<file path="src/rtl/inv_sqrt_iter.sv">
// Handshaked FP32 inverse square root: magic-constant seed followed by
// NR_ITERS Newton-Raphson refinements on one shared multiplier and subtractor.
module inv_sqrt_iter #(
    parameter int unsigned NR_ITERS = 2,
    parameter logic [31:0] MAGIC    = 32'h5f3759df,
    parameter int unsigned TAG_W    = 4
) (
    input  logic             clk,
    input  logic             rst,
    input  logic             in_valid,
    output logic             in_ready,
    input  logic [31:0]      in_data,
    input  logic [TAG_W-1:0] in_tag,
    output logic             out_valid,
    input  logic             out_ready,
    output logic [31:0]      out_data,
    output logic [TAG_W-1:0] out_tag,
    output logic [1:0]       out_flags
);

    localparam int unsigned CNT_W = 2;

    localparam logic [2:0] S_IDLE = 3'd0;
    localparam logic [2:0] S_SEED = 3'd1;
    localparam logic [2:0] S_SQ   = 3'd2;
    localparam logic [2:0] S_MULX = 3'd3;
    localparam logic [2:0] S_SUB  = 3'd4;
    localparam logic [2:0] S_MULY = 3'd5;
    localparam logic [2:0] S_DONE = 3'd6;

    // Positive-operand FP32 multiply: truncated mantissa, flush to +0, saturate to +inf.
    function automatic logic [31:0] fp_mul(input logic [31:0] a, input logic [31:0] b);
        logic [47:0] p;
        logic [9:0]  es;
        logic [22:0] m;
        if (a[30:23] == 8'd0 || b[30:23] == 8'd0) return 32'd0;
        p  = 48'({1'b1, a[22:0]}) * 48'({1'b1, b[22:0]});
        es = 10'({2'b00, a[30:23]}) + 10'({2'b00, b[30:23]}) + 10'({9'd0, p[47]});
        m  = p[47] ? p[46:24] : p[45:23];
        if (es <= 10'd127) return 32'd0;
        if (es >= 10'd382) return 32'h7f80_0000;
        return {a[31] ^ b[31], 8'(es - 10'd127), m};
    endfunction

    // 1.5 - h on a 2.30 fixed-point grid, renormalised to FP32 with truncation.
    function automatic logic [31:0] fp_sub15(input logic [30:0] h);
        logic [31:0] fx;
        logic [31:0] d;
        logic [31:0] norm;
        logic [7:0]  sh;
        logic [4:0]  pos;
        if (h[30:23] > 8'd127 || (h[30:23] == 8'd127 && h[22])) return 32'd0;
        sh = 8'd127 - h[30:23];
        if (h[30:23] == 8'd0 || sh >= 8'd31) fx = 32'd0;
        else fx = (32'({1'b1, h[22:0]}) << 7) >> sh;
        d   = 32'h6000_0000 - fx;
        pos = 5'd0;
        for (int i = 0; i < 32; i++) begin
            if (d[i]) pos = 5'(i);
        end
        norm = d << (5'd31 - pos);
        return {1'b0, 8'd97 + 8'({3'd0, pos}), norm[30:8]};
    endfunction

    logic [2:0]       state_q, state_d;
    logic [31:0]      x_q, x_d, y_q, y_d, t_q, t_d;
    logic [CNT_W-1:0] cnt_q, cnt_d;
    logic [TAG_W-1:0] tag_q, tag_d;
    logic             in_ready_q, in_ready_d, out_valid_q, out_valid_d;
    logic [31:0]      out_data_q, out_data_d;
    logic [TAG_W-1:0] out_tag_q, out_tag_d;
    logic [1:0]       out_flags_q, out_flags_d;

    logic [31:0] mul_a, mul_b, mul_p, half_p;
    logic        spec_hit;
    logic [31:0] spec_data;
    logic [1:0]  spec_flags;

    // Shared multiplier operand steering
    always_comb begin
        mul_a  = (state_q == S_MULX) ? x_q : y_q;
        mul_b  = (state_q == S_SQ) ? y_q : t_q;
        mul_p  = fp_mul(mul_a, mul_b);
        half_p = (mul_p[30:23] <= 8'd1) ? 32'd0
               : (mul_p[30:23] == 8'hff) ? mul_p
               : {mul_p[31], mul_p[30:23] - 8'd1, mul_p[22:0]};
    end

    // Special-input classification; subnormals count as signed zero
    always_comb begin
        spec_hit   = 1'b1;
        spec_data  = 32'd0;
        spec_flags = 2'b00;
        if (in_data[30:23] == 8'd0) begin
            spec_data  = {in_data[31], 8'hff, 23'd0};
            spec_flags = 2'b01;
        end else if ((in_data[30:23] == 8'hff && in_data[22:0] != 23'd0) || in_data[31]) begin
            spec_data  = 32'h7fc0_0000;
            spec_flags = 2'b10;
        end else if (in_data[30:23] != 8'hff) begin
            spec_hit = 1'b0;
        end
    end

    always_comb begin
        state_d     = state_q;
        x_d         = x_q;
        y_d         = y_q;
        t_d         = t_q;
        cnt_d       = cnt_q;
        tag_d       = tag_q;
        in_ready_d  = in_ready_q;
        out_valid_d = out_valid_q;
        out_data_d  = out_data_q;
        out_tag_d   = out_tag_q;
        out_flags_d = out_flags_q;
        case (state_q)
            S_IDLE: begin
                if (in_valid) begin
                    x_d        = in_data;
                    tag_d      = in_tag;
                    cnt_d      = CNT_W'(NR_ITERS);
                    in_ready_d = 1'b0;
                    if (spec_hit) begin
                        state_d     = S_DONE;
                        out_valid_d = 1'b1;
                        out_data_d  = spec_data;
                        out_flags_d = spec_flags;
                        out_tag_d   = in_tag;
                    end else begin
                        state_d = S_SEED;
                    end
                end
            end
            S_SEED: begin
                y_d = MAGIC - (x_q >> 1);
                if (NR_ITERS == 0) begin
                    state_d     = S_DONE;
                    out_valid_d = 1'b1;
                    out_data_d  = y_d;
                    out_flags_d = 2'b00;
                    out_tag_d   = tag_q;
                end else begin
                    state_d = S_SQ;
                end
            end
            S_SQ: begin
                t_d     = mul_p;
                state_d = S_MULX;
            end
            S_MULX: begin
                t_d     = half_p;
                state_d = S_SUB;
            end
            S_SUB: begin
                t_d     = fp_sub15(t_q[30:0]);
                state_d = S_MULY;
            end
            S_MULY: begin
                y_d   = mul_p;
                cnt_d = cnt_q - CNT_W'(1);
                if (cnt_q == CNT_W'(1)) begin
                    state_d     = S_DONE;
                    out_valid_d = 1'b1;
                    out_data_d  = mul_p;
                    out_flags_d = 2'b00;
                    out_tag_d   = tag_q;
                end else begin
                    state_d = S_SQ;
                end
            end
            S_DONE: begin
                if (out_ready) begin
                    state_d     = S_IDLE;
                    out_valid_d = 1'b0;
                    in_ready_d  = 1'b1;
                end
            end
            default: begin
                state_d     = S_IDLE;
                in_ready_d  = 1'b1;
                out_valid_d = 1'b0;
            end
        endcase
    end

    always_ff @(posedge clk) begin
        if (!rst) begin
            state_q     <= S_IDLE;
            x_q         <= 32'd0;
            y_q         <= 32'd0;
            t_q         <= 32'd0;
            cnt_q       <= '0;
            tag_q       <= '0;
            in_ready_q  <= 1'b1;
            out_valid_q <= 1'b0;
            out_data_q  <= 32'd0;
            out_tag_q   <= '0;
            out_flags_q <= 2'b00;
        end else begin
            state_q     <= state_d;
            x_q         <= x_d;
            y_q         <= y_d;
            t_q         <= t_d;
            cnt_q       <= cnt_d;
            tag_q       <= tag_d;
            in_ready_q  <= in_ready_d;
            out_valid_q <= out_valid_d;
            out_data_q  <= out_data_d;
            out_tag_q   <= out_tag_d;
            out_flags_q <= out_flags_d;
        end
    end

    assign in_ready  = in_ready_q;
    assign out_valid = out_valid_q;
    assign out_data  = out_data_q;
    assign out_tag   = out_tag_q;
    assign out_flags = out_flags_q;

endmodule

</file>
<file path="config.mk">
export PLATFORM = sky130hd
export DESIGN_NAME = inv_sqrt_iter
export DESIGN_NICKNAME = d
export VERILOG_FILES = /design/src/rtl/inv_sqrt_iter.sv
export SDC_FILE = /design/constraint.sdc
export NUM_CORES = 2
export LEC_CHECK = 0
export BUFFER_PORTS_ARGS = -buffer_cell sky130_fd_sc_hd__clkbuf_2
export CAP_MARGIN = 20
export CORE_UTILIZATION = 69
export CTS_CLUSTER_SIZE = 16
export DETAILED_ROUTE_END_ITERATION = 12
export PLACE_DENSITY = 0.85
export SYNTH_ARGS = -nofsm -noshare
export SYNTH_HDL_FRONTEND = slang
export SYNTH_SLANG_ARGS = --single-unit
</file>
<file path="constraint.sdc">
create_clock -name clk -period 21.4 [get_ports clk]
set_input_delay 2.14 -clock clk [delete_from_list [all_inputs] [get_ports clk]]
set_output_delay 2.14 -clock clk [all_outputs]
set_load 0.1 [all_outputs]
</file>
==> results.py <==
metrics = {
    "layout": {
        "final_cell_mix": "inv_1, nand2_1, fa_1, nor2_1, ha_1",
        "fin_nets": 4476,
        "area_delta_synth_final_pct": 4.20,
        "antenna_cells": 0,
        "final_common_cell": "inv_1",
        "drive_above_1_share_pct": 7.75,
    },
    "floorplan": {
        "dieArea_sq_um": 45200,
        "row_count": 76,
        "start_util_pct": 70.5,
        "top_level_ports": 80,
        "fp.coreArea_sq_um": 43400,
        "die_h_um": 213,
        "die_w_um": 213,
    },
    "outcome": {
        "status": "finished, final reports clean",
    },
    "global_routing": {
        "first_global_vias": 27700,
        "grt_first_pass_wirelength_um": 154000,
        "grt_max_degree": 91,
        "antenna_found_initial": 2,
        "overflow": 0,
        "grtUsageTotal_pct": 44.5,
    },
    "synthesis": {
        "synth_area_leader_cell": "fa_1",
        "yosysSeqAreaShare_pct": 9.49,
        "syn_inst": 3820,
        "ys.flop_type": "dfxtp_1",
        "yosysWarnings": 0,
        "synth_area_leaders": "fa_1, dfxtp_1, ha_1",
        "ys_types": 110,
        "syn_avg_cell_area_sq_um": 8.01,
        "yosys.area.top_type_share_pct": 31.6,
        "synthArstFlopShare_pct": 0,
        "synth_edf_count": 0,
        "synth_area_sq_um": 30600,
        "syn-num-nets": 4528,
        "synth-seq-cells": 145,
    },
    "critical_path": {
        "arrival_ps": 16750,
        "worst_path_max_delay_cell": "mux2i_1",
        "start_kind": "flip-flop",
        "critPathMostFrequentCell": "fa_1",
        "worst-path-max-fanout": 27,
        "required_ps": 21730,
        "r2r_cells": 51,
        "end_kind": "flip-flop",
        "criticalPathCategory": "flip-flop to flip-flop",
        "slowest_delay_ps": 910,
    },
    "timing": {
        "setup_violations": 0,
        "worst_slew_margin_rel_pct": 23.9,
        "drv_slew": 0,
        "period_needed_ps": 16420,
        "max_freq_ghz": 0.0609,
        "rsz0062_at_grt": "no",
        "fin_skew_ps": 12.9,
        "finalHoldViolations": 0,
        "finalWorstSetupSlack_ps": 4980,
        "finalSetupTns_ps": 0,
        "tightest_slew_ps": 1130,
        "post-route-period-util_pct": 76.7,
    },
    "routing": {
        "vias": 28400,
        "ant_nets": 0,
        "drc": 0,
        "via_per_inst": 6.51,
        "totalWireLength_um": 98000,
        "routedWlPerCell_um": 22.4,
        "dr.pass1.iters": 8,
        "drtIter0Drc": 3606,
    },
    "clock_network": {
        "htreeDepth": 4,
        "postCtsHoldBufs": 0,
        "cts_buffers": 17,
        "cts_sinks": 145,
        "clk_pin_slew_ps": 70,
        "cts_root_buffer": "clkbuf_16",
        "ctsResizeCount": 0,
        "clockBufferDepth": 2,
        "clk-insertion-delay-late_ps": 430,
        "cts_tree": "yes",
        "cts_setup_buffers": 0,
    },
    "flow_run": {
        "cap_violations": 0,
    },
    "power_and_ir_drop": {
        "p_leak_nw": 14.6,
        "powerDensity_nw_per_um2": 60.0,
        "peakVddDrop_mv": 0.0772,
    },
    "worst_hold_path": {
        "worstHoldPathCells": 2,
        "worst_hold_path_type": "flip-flop to flip-flop",
    },
    "placed_design": {
        "hpwl_um": 77000,
        "port_buffers": 79,
        "place_worst_setup_slack_ps": 5260,
        "gp_congestion": 1.04,
    },
}
-- through the flow --
stage | cell area, sq um | utilization (%) | hold slack (ps) | cells | power [mW]
after global placement | 31300 | 72.1 | 444 | 4331 | 1.54
final | 31900 | 73.5 | 457 | 4366 | 1.91
after floorplan | 30600 | - | 434 | 3820 | 1.21
after detailed placement | 31300 | 72.1 | 448 | 4332 | 1.57
after global routing | 31900 | 73.5 | 482 | 4366 | 2.02
after CTS | 31800 | 73.4 | 458 | 4364 | 1.86
-- cells in the mapped netlist (all sizes together) (51+ instances only) --
master and instances:
nor2 420, clkbuf 162, nor3 75, ha 185, nand3 51, nand2 565
dfxtp 145, fa 483, a21oi 181, inv 579, xnor2 52, o21ai 133
mux2i 95
-- cell families after synthesis --
| logic type | after synthesis | synth area share, % |
|---|---|---|
| buffers and inverters | 805 | 10.3 |
| DFF | 145 | 9.49 |
| and+or+nand+nor | 1301 | 18.6 |
| adders and majority gates | 668 | 39.2 |
| xor gates and xnor gates | 83 | 2.43 |
| AOI/OAI and AO/OA | 677 | 14.9 |
| muxes | 141 | 5.13 |
-- state kept, by name (all words and copies together) (netlist names) --
signal,cells
y_q,32
t_q,32
in_ready,1
tag_q,4
out_flags,2
out_tag,4
out_data,32
cnt_q,2
x_q,32
state_q,3
out_valid,1
-- worst paths after layout --
kind                                 start  slack (ps)       end
worst max-delay path            state_q[1]        4980   t_q[13]
worst min-delay path              tag_q[1]         460  tag_q[1]
worst max register to register  state_q[1]        4980   t_q[13]
worst min register to register    tag_q[1]         460  tag_q[1]
-- power by group --
group,internal [mW],switching (mW)
clock network,0.164,0.129
registers,0.309,0.0660
logic,0.395,0.849
total,0.869,1.04
-- routing by layer --
metal / global-route usage (%) / wire (um) / vias to the layer above
met5: 0 / 23 / -
met4: 17.8 / 4710 / 4
met3: 15.0 / 14500 / 390
met2: 65.6 / 41600 / 2051
met1: 60.3 / 37200 / 13600
li1: - / - / 12400
-- area by class of cell --
cell class              count  area (sq um)
clock buffers              18           429
repair buffers            140           862
well taps                 585           732
flip-flops and latches    145          2910
fillers                  3396         11500
inverters                 594          2230
multi-input cells        2870         24600
clock inverters            14           145
-- critical path: cells and delay by family, from the launching register on --
| kind | cells | cell delay [ps] |
|---|---|---|
| AOI/OAI and AO/OA | 15 | 4420 |
| xor gates and xnor gates | 2 | 570 |
| buffers and inverters | 11 | 2680 |
| DFF | 1 | 700 |
| and+or+nand+nor | 11 | 2730 |
| muxes | 1 | 910 |
| adders and majority gates | 11 | 4290 |
No activity file was read; power rests on OpenSTA's default activity.
